$ cat config.mk
export PLATFORM = sky130hd
export DESIGN_NAME = decode_unit_flat
export DESIGN_NICKNAME = d
export VERILOG_FILES = /design/src/rtl/decode_unit_if.sv /design/src/rtl/decode_unit.sv /design/src/flat_wrapper.sv
export SDC_FILE = /design/constraint.sdc
export NUM_CORES = 1
export LEC_CHECK = 0
export BUFFER_PORTS_ARGS = -buffer_cell sky130_fd_sc_hd__buf_4
export CAP_MARGIN = 0
export CORE_MARGIN = 10
export CORE_UTILIZATION = 25
export CTS_CLUSTER_DIAMETER = 30
export DETAILED_ROUTE_END_ITERATION = 16
export SLEW_MARGIN = 30
export SYNTH_ARGS = -nofsm -noshare
export SYNTH_HDL_FRONTEND = slang
export SYNTH_SLANG_ARGS = --single-unit
export TNS_END_PERCENT = 5
$ cat constraint.sdc
create_clock -name clk -period 1.86 [get_ports clk]
set_input_delay 0.186 -clock clk [delete_from_list [all_inputs] [get_ports clk]]
set_output_delay 0.186 -clock clk [all_outputs]
set_load 0.005 [all_outputs]
$ cat src/rtl/decode_unit_if.sv
// Fetch/write-back to decode-stage bundle: instruction, result buses, pipeline control
// and the registered decode outputs handed to execute.
interface decode_unit_if;
    logic        stall;
    logic        is_branch_taken;
    logic [15:0] instr;
    logic [19:0] rdvalmem1;
    logic [19:0] rdvalmem2;
    logic [4:0]  imm;
    logic [3:0]  opcode;
    logic [15:0] branch_target;
    logic [15:0] op1;
    logic [15:0] op2;
    logic        imm_flag;

    modport master (
        output stall, is_branch_taken, instr, rdvalmem1, rdvalmem2,
        input  imm, opcode, branch_target, op1, op2, imm_flag
    );

    modport slave (
        input  stall, is_branch_taken, instr, rdvalmem1, rdvalmem2,
        output imm, opcode, branch_target, op1, op2, imm_flag
    );
endinterface

$ cat src/rtl/decode_unit.sv
// Decode stage: field split, 8x16 register file with same-cycle forwarding from two
// result buses, and registered outputs with stall-hold and flush-to-NOP.
module decode_unit (
    input  logic          clk,
    input  logic          reset,
    decode_unit_if.slave  bus
);
    logic [15:0] regs [8];

    logic [2:0]  rs1;
    logic [2:0]  rs2;
    logic        wr1_valid;
    logic        wr2_valid;
    logic [2:0]  wr1_idx;
    logic [2:0]  wr2_idx;
    logic [15:0] wr1_val;
    logic [15:0] wr2_val;
    logic [15:0] src1_val;
    logic [15:0] src2_val;
    logic [15:0] op2_next;
    logic [15:0] target_next;

    assign rs1       = bus.instr[7:5];
    assign rs2       = bus.instr[4:2];
    assign wr1_valid = bus.rdvalmem1[19];
    assign wr1_idx   = bus.rdvalmem1[18:16];
    assign wr1_val   = bus.rdvalmem1[15:0];
    assign wr2_valid = bus.rdvalmem2[19];
    assign wr2_idx   = bus.rdvalmem2[18:16];
    assign wr2_val   = bus.rdvalmem2[15:0];

    // Bus 1 is the younger result, so it overrides bus 2 and the stored value.
    always_comb begin
        src1_val = regs[rs1];
        if (wr2_valid && wr2_idx == rs1) src1_val = wr2_val;
        if (wr1_valid && wr1_idx == rs1) src1_val = wr1_val;

        src2_val = regs[rs2];
        if (wr2_valid && wr2_idx == rs2) src2_val = wr2_val;
        if (wr1_valid && wr1_idx == rs2) src2_val = wr1_val;

        op2_next    = bus.instr[11] ? {{11{bus.instr[4]}}, bus.instr[4:0]} : src2_val;
        target_next = {{5{bus.instr[10]}}, bus.instr[10:0]};
    end

    always_ff @(posedge clk) begin
        if (reset) begin
            for (int i = 0; i < 8; i++) regs[i] <= '0;
            bus.imm           <= '0;
            bus.opcode        <= '0;
            bus.branch_target <= '0;
            bus.op1           <= '0;
            bus.op2           <= '0;
            bus.imm_flag      <= 1'b0;
        end else begin
            // Writes ignore stall/flush; bus 1 assigned last so it wins a collision.
            if (wr2_valid) regs[wr2_idx] <= wr2_val;
            if (wr1_valid) regs[wr1_idx] <= wr1_val;

            if (bus.is_branch_taken) begin
                bus.imm           <= '0;
                bus.opcode        <= '0;
                bus.branch_target <= '0;
                bus.op1           <= '0;
                bus.op2           <= '0;
                bus.imm_flag      <= 1'b0;
            end else if (!bus.stall) begin
                bus.imm           <= bus.instr[4:0];
                bus.opcode        <= bus.instr[15:12];
                bus.branch_target <= target_next;
                bus.op1           <= src1_val;
                bus.op2           <= op2_next;
                bus.imm_flag      <= bus.instr[11];
            end
        end
    end
endmodule

$ cat src/flat_wrapper.sv
// flat-port wrapper written by rule: the top's interface ports become plain ports
module decode_unit_flat 
  (clk, reset, bus_stall, bus_is_branch_taken, bus_instr, bus_rdvalmem1, bus_rdvalmem2, bus_imm, bus_opcode, bus_branch_target, bus_op1, bus_op2, bus_imm_flag);
  decode_unit_if bus_i ();
  input  logic clk;
  input  logic reset;
  input wire logic [$bits(bus_i.stall)-1:0] bus_stall;
  input wire logic [$bits(bus_i.is_branch_taken)-1:0] bus_is_branch_taken;
  input wire logic [$bits(bus_i.instr)-1:0] bus_instr;
  input wire logic [$bits(bus_i.rdvalmem1)-1:0] bus_rdvalmem1;
  input wire logic [$bits(bus_i.rdvalmem2)-1:0] bus_rdvalmem2;
  output wire logic [$bits(bus_i.imm)-1:0] bus_imm;
  output wire logic [$bits(bus_i.opcode)-1:0] bus_opcode;
  output wire logic [$bits(bus_i.branch_target)-1:0] bus_branch_target;
  output wire logic [$bits(bus_i.op1)-1:0] bus_op1;
  output wire logic [$bits(bus_i.op2)-1:0] bus_op2;
  output wire logic [$bits(bus_i.imm_flag)-1:0] bus_imm_flag;
  assign bus_i.stall = bus_stall;
  assign bus_i.is_branch_taken = bus_is_branch_taken;
  assign bus_i.instr = bus_instr;
  assign bus_i.rdvalmem1 = bus_rdvalmem1;
  assign bus_i.rdvalmem2 = bus_rdvalmem2;
  assign bus_imm = bus_i.imm;
  assign bus_opcode = bus_i.opcode;
  assign bus_branch_target = bus_i.branch_target;
  assign bus_op1 = bus_i.op1;
  assign bus_op2 = bus_i.op2;
  assign bus_imm_flag = bus_i.imm_flag;
  decode_unit u_core (.clk(clk), .reset(reset), .bus(bus_i));
endmodule
==> results of run 1 <==
## per-stage QoR
| step | util (%) | total power [mW] | hold slack (ps) | setup TNS, ps |
|---|---|---|---|---|
| 3_5_place_dp | 29.9 | 6.32 | 426 | -965 |
| 3_3_place_gp | 29.9 | 6.29 | 417 | -7770 |
| 2_1_floorplan | - | 5.60 | 330 | 0 |
| 5_1_grt | 31.6 | 10.2 | 19.9 | 0 |
| 6_report | 31.6 | 9.92 | 7.01 | 0 |
| 4_1_cts | 31.6 | 9.94 | 4.78 | 0 |
## what timing repair did
item / CTS / global route
setup endpoints to repair: 0 / 0
resized for setup: 0 / 0
hold endpoints to repair: 8 / 0
hold buffers: 8 / 0
## flip-flops by register name, indices dropped and copies added (netlist names)
name                      cells
u_core.bus.branch_target     11
u_core.bus.imm_flag           1
u_core.bus.opcode             4
u_core.regs                 128
u_core.bus.op2               16
u_core.bus.op1               16
## worst max-delay path: cells and delay by family, from the launching register on
family                 cells  cell delay, ps
AOI/OAI and AO/OA          1              90
DFF                        1             420
buffers and inverters      1             150
muxes                      3             920
## cells by family after synthesis
logic type	share of synthesized area (%)
buf+inv	5.78
compound gates	17.7
flops	48.0
xor+xnor	1.05
simple gates	8.24
mux	19.2
## final cells by class
type                    instances  area, sq um
clock inverters                13          156
inverters                      16         60.1
diodes                          2         5.00
well taps                     525          657
repair buffers                208         1780
fillers                      3921        27100
clock buffers                  18          429
multi-input cells             483         4630
flip-flops and latches        176         4800
## routing by layer
metal  global-route usage (%)  share of wire [%]  up-vias
li1                         -                  -     3390
met1                     17.2                 39     3979
met2                     24.2                 49      341
met3                     3.51                8.5       67
met4                     4.91                2.3       12
met5                        0               0.20        -
## worst min path at each step
stage	start	to	slack, ps	cells past startpoint
floorplan	bus_instr[0]	u_core.bus.branch_target[0]$_SDFFE_PP0N_	330	2
global placement	bus_instr[14]	u_core.bus.opcode[2]$_SDFFE_PP0N_	420	3
detailed placement	bus_instr[10]	u_core.bus.branch_target[10]$_SDFFE_PP0N_	430	3
CTS	bus_instr[1]	u_core.bus.branch_target[1]$_SDFFE_PP0N_	5	3
global route	bus_instr[1]	u_core.bus.branch_target[1]$_SDFFE_PP0N_	20	3
finish	bus_instr[1]	u_core.bus.branch_target[1]$_SDFFE_PP0N_	7	3
## report_power, final
part           internal (mW)  leakage (nW)  total, mW  switching (mW)
Combinational          0.788          2.79       1.62           0.830
Clock                   2.00         0.283       3.66            1.65
Sequential              4.48          1.63       4.64           0.161
Total                   7.27          4.70       9.92            2.64
## Yosys cell counts (5+ instances only)
| library cell | instances |
|---|---|
| a211oi_1 | 6 |
| a221oi_1 | 12 |
| a22o_1 | 128 |
| a31oi_1 | 16 |
| and2_1 | 12 |
| buf_1 | 13 |
| buf_2 | 29 |
| buf_4 | 16 |
| clkbuf_1 | 44 |
| dfxtp_1 | 48 |
| edfxtp_1 | 128 |
| inv_1 | 16 |
| mux2_2 | 11 |
| mux2i_1 | 56 |
| mux4_2 | 55 |
| nand2_1 | 8 |
| nand2b_1 | 18 |
| nand3b_1 | 5 |
| nor2_1 | 28 |
| nor2b_1 | 11 |
| nor3_1 | 17 |
| nor3_2 | 7 |
| o21ai_0 | 8 |
| o22ai_1 | 18 |
| o311ai_0 | 14 |
| o32ai_1 | 10 |
| or3_1 | 8 |
| xnor2_1 | 12 |
==> flow_summary_export.csv, run 1 <==
group,metric,value,unit
placed_design,placed_cells,1400,
pwr,p_leak,4.70,nW
sta,skew,9.27,ps
detailed_routing,drc,0,
sta,setup_violations,0,
final_layout,drive_gt1_share,34.2,%
critical_path,cp-endpoint,"u_core.bus.op1[7]$_SDFFE_PP0N_",
placed_design,placed_area,11900,sq um
synth,avgSynthCellArea,12.8,sq um
floorplan,core,39600,sq um
synth,syn_inst,781,
detailed_routing,viasPerCell,5.41,
sta,period_minus_slack,1720,ps
critical_path,path_class,"flip-flop to flip-flop",
global_routing,grt_pass1_vias,7868,
placed_design,io_buffers,117,
clock_tree,ctsHtreeMaxLevel,4,
critical_path,critPathRequiredTime,2150,ps
final_layout,final_common_cell,"buf_4",
synth,yosysSeqAreaShare,48.0,%
clock_tree,cts_root_buf,"clkbuf_16",
final_layout,final_area,12500,sq um
critical_path,arrival,2010,ps
placed_design,hpwlAfterDp,25400,microns
critical_path,cp-start-kind,"flip-flop",
final_layout,fin_cells,1441,
global_routing,grt_pass1_wl,51400,microns
floorplan,row_count,73,
pwr,p_per_area,792,nW/um^2
floorplan,die_w,220,microns
global_routing,antenna_found_initial,8,
critical_path,crit_fanout,2,
global_routing,grt_remaining_overflow,0,
floorplan,chipHeight,220,microns
sta,fmax,0.581,GHz
sta,worstMarginPinSlew,820,ps
synth,synth_flop_cell,"edfxtp_1",
synth,syn_nets,841,
sta,layout_worst_path_cycle_share,92.5,%
critical_path,crit_path_end_kind,"flip-flop",
detailed_routing,vias,7789,
synth,yosysTopAreaCell,"edfxtp_1",
synth,yosysWarningCount,0,
critical_path,startpoint,"u_core.regs[5][7]$_DFFE_PP_",
final_layout,syn2layout_area_growth,25.2,%
clock_tree,post_cts_buffers,0,
detailed_routing,drt_iter0_drc,745,
sta,maxSlewViolCount,0,
floorplan,pin_count,118,
sta,slew_headroom,45.2,%
clock_tree,cts_tree,"yes",
detailed_routing,dr.pass1.iters,5,
critical_path,slowest_stage,"mux4_2",
detailed_routing,routedWlPerCell,24.5,microns
synth,synth.top_cells.by_area,"edfxtp_1, mux4_2, a22o_1",
synth,synth_area,10000,sq um
run_status,outcome,"finished, final reports clean",
floorplan,start_util,25.2,%
clock_tree,worstSkewPairLatency,440,ps
critical_path,reg2reg_from,"u_core.regs[5][7]$_DFFE_PP_",
sta,rsz0062_at_grt,"false",
placed_design,gp_congestion,0.854,
final_layout,fin_nets,962,
detailed_routing,ant_nets,0,
synth,yosysUniqueCellTypes,46,
detailed_routing,wirelength,35200,microns
critical_path,r2r_cells,5,
clock_tree,cts.sinks,176,
global_routing,grt_usage,14.2,%
critical_path,timing.rr.end,"u_core.bus.op1[7]$_SDFFE_PP0N_",
critical_path,critical_path.cell_chain,"mux4_2, mux2_2, mux2i_1, buf_4, a211oi_1",
critical_path,slowest_delay,470,ps
clock_tree,clk_pin_slew,70,ps
critical_path,rrSetupSlack,140,ps
synth,async_flop_share,0,%
sta,hold_violations,0,
placed_design,preCtsSetupSlack,-47.0,ps
hold_path,hold_path_class,"input pin to flip-flop",
sta,setup_slack,139,ps
synth,synth_top_area_share,38.4,%
synth,synth-edff-count,128,
clock_tree,clockBufferDepth,2,
pwr,ir_drop,0.468,mV
global_routing,grt_max_degree,34,
clock_tree,cts_buffers,17,
synth,synth-seq-cells,176,
flow_run,max_cap_viol_count,0,
floorplan,dieArea,48400,sq um
final_layout,mostFrequentLayoutCells,"buf_4, a22o_1, edfxtp_1",
Power figures use the tool's default switching activity.
==> run 2, diff against run 1 <==
--- a/config.mk
+++ b/config.mk
@@ -11,6 +11,7 @@
 export CORE_UTILIZATION = 25
 export CTS_CLUSTER_DIAMETER = 30
 export DETAILED_ROUTE_END_ITERATION = 16
+export PLACE_DENSITY = 0.5
 export SLEW_MARGIN = 30
 export SYNTH_ARGS = -nofsm -noshare
 export SYNTH_HDL_FRONTEND = slang
==> run 2 against run 1 <==
  * Power increased by 0.62%
  * Design area increased by 0.84%
  * Worst hold slack improved by 65 ps
  * Sequential share of layout area decreased by 0.32 points
  * Largest power group unchanged
==> flow_summary_export.csv, run 2 (same netlist as run 1, synthesis figures left out) <==
group,metric,value,unit
run_status,outcome,"finished, final reports clean",
detailed_routing,dr.pass1.iters,5,
critical_path,rrSetupSlack,140,ps
critical_path,reg2reg_from,"u_core.regs[7][2]$_DFFE_PP_",
critical_path,crit_path_end_kind,"flip-flop",
detailed_routing,drc,0,
final_layout,drive_gt1_share,35.2,%
clock_tree,cts_tree,"yes",
critical_path,slowest_delay,500,ps
final_layout,final_common_cell,"buf_4",
sta,fmax,0.581,GHz
floorplan,pin_count,118,
final_layout,syn2layout_area_growth,26.3,%
critical_path,path_class,"flip-flop to flip-flop",
final_layout,n_fill_cell,3957,
critical_path,path_buf_inv,0,
global_routing,antenna_found_initial,3,
critical_path,critical_path.cell_chain,"mux4_2, mux2_2, mux2i_1, a211oi_1",
critical_path,cp-start-kind,"flip-flop",
sta,slew_headroom,48.6,%
clock_tree,cts_buffers,17,
detailed_routing,routedWlPerCell,24.7,microns
sta,hold_violations,0,
sta,layout_worst_path_cycle_share,92.5,%
final_layout,regArea,4800,sq um
sta,period_minus_slack,1720,ps
detailed_routing,drt_iter0_drc,777,
detailed_routing,ant_nets,0,
sta,worstMarginPinSlew,768,ps
hold_path,hold_end,"u_core.bus.op2[14]$_SDFFE_PP0N_",
flow_run,max_cap_viol_count,0,
global_routing,grt_usage,14.7,%
global_routing,grt_remaining_overflow,0,
critical_path,path_delay_family,"multiplexers",
final_layout,largest_reg_flops,128,
sta,rsz0062_at_grt,"false",
clock_tree,clockBufferDepth,2,
floorplan,row_count,73,
clock_tree,clk_pin_slew,80,ps
floorplan,die_w,220,microns
sta,maxSlewViolCount,0,
global_routing,grt_pass1_wl,52600,microns
floorplan,core,39600,sq um
critical_path,critPathRequiredTime,2170,ps
sta,setup_violations,0,
critical_path,arrival,2030,ps
critical_path,crit_fanout,2,
final_layout,mostFrequentLayoutCells,"buf_4, a22o_1, edfxtp_1",
sta,holdWs,72.1,ps
global_routing,grt_pass1_vias,7623,
sta,fin_setup_tns,0,ps
clock_tree,worstSkewPairLatency,440,ps
hold_path,min_from,"bus_rdvalmem2[14]",
final_layout,regMostFlops,"u_core.regs",
global_routing,grt_max_degree,32,
hold_path,hold_path_class,"input pin to flip-flop",
detailed_routing,viasPerCell,5.22,
clock_tree,cts_root_buf,"clkbuf_16",
clock_tree,post_cts_buffers,0,
final_layout,fin_nets,976,
critical_path,timing.rr.end,"u_core.bus.op1[2]$_SDFFE_PP0N_",
final_layout,multi_input_area,4630,sq um
clock_tree,ctsHtreeMaxLevel,4,
clock_tree,cts.sinks,176,
floorplan,dieArea,48400,sq um
pwr,p_per_area,790,nW/um^2
hold_path,holdPathStages,3,
pwr,p_leak,4.77,nW
placed_design,io_buffers,117,
placed_design,gp_congestion,0.816,
floorplan,chipHeight,220,microns
detailed_routing,vias,7604,
detailed_routing,wirelength,36000,microns
pwr,ir_drop,0.524,mV
floorplan,start_util,25.2,%
critical_path,slowest_stage,"mux4_2",
final_layout,top_regs,"u_core.regs x128, u_core.bus.op1 x16, u_core.bus.op2 x16",
critical_path,r2r_cells,4,
sta,skew,9.67,ps
placed_design,hpwlAfterDp,26700,microns
[run 2: changes by cell type in the layout (fill, tap and decap cells not counted)]
cell           change
clkinv_8           -1
clkinv_4           +1
clkinv_2           +1
dlygate4sd3_1      +1
buf_4             +13
clkinv_1           +1
clkbuf_1           -1
[run 2: final cells by class]
cell class	instances	area share, %
flip-flops and latches	176	38.0
clock buffers	17	3.37
multi-input cells	483	36.7
inverters	16	0.475
diodes	2	0.0396
clock inverters	15	1.25
repair buffers	222	15.0
well taps	525	5.20
[run 2: per-stage QoR]
step / area (sq um) / worst slack, ps / power [mW] / util [%] / instances
2_1_floorplan: 10000 / 55.4 / 5.60 / - / 781
3_3_place_gp: 11900 / -233 / 6.37 / 30.1 / 1413
3_5_place_dp: 12000 / -100 / 6.39 / 30.2 / 1413
4_1_cts: 12600 / 174 / 10.0 / 31.9 / 1454
5_1_grt: 12600 / 85.0 / 10.3 / 31.9 / 1454
6_report: 12600 / 139 / 9.98 / 31.9 / 1456
[run 2: per-layer routing]
layer / global-route usage, % / wire length (microns)
met1: 19.4 / 15200
met2: 23.9 / 17400
met3: 3.47 / 2960
met4: 3.58 / 380
met5: 0 / 24
[run 2: worst register-to-register path, delay by kind of cell, from the launching register on]
kind,cells,cell delay (ps)
muxes,3,1060
AOI/OAI and AO/OA,1,120
DFF,1,420
[run 2: report_power, final]
part | internal, mW | switching, mW | leakage, nW
clock network | 2.00 | 1.66 | 0.285
logic | 0.825 | 0.861 | 2.86
registers | 4.48 | 0.153 | 1.63
total | 7.30 | 2.68 | 4.77
[run 2: repair_timing]
action / CTS / global route
setup endpoints to repair: 0 / 0
hold buffers: 9 / 0
gates resized for setup: 0 / 0
hold endpoints to repair: 9 / 0
[run 2: worst max-delay path by stage]
| stage | from | to | slack (ps) | cells after the start |
|---|---|---|---|---|
| floorplan | bus_rdvalmem1[18] | u_core.regs[0][0]$_DFFE_PP_ | 60 | 4 |
| global placement | reset | u_core.regs[1][13]$_DFFE_PP_ | -230 | 5 |
| detailed placement | reset | u_core.regs[7][12]$_DFFE_PP_ | -100 | 7 |
| CTS | u_core.regs[7][2]$_DFFE_PP_ | u_core.bus.op1[2]$_SDFFE_PP0N_ | 170 | 4 |
| global route | u_core.regs[7][7]$_DFFE_PP_ | u_core.bus.op1[7]$_SDFFE_PP0N_ | 80 | 4 |
| finish | u_core.regs[7][2]$_DFFE_PP_ | u_core.bus.op1[2]$_SDFFE_PP0N_ | 140 | 4 |
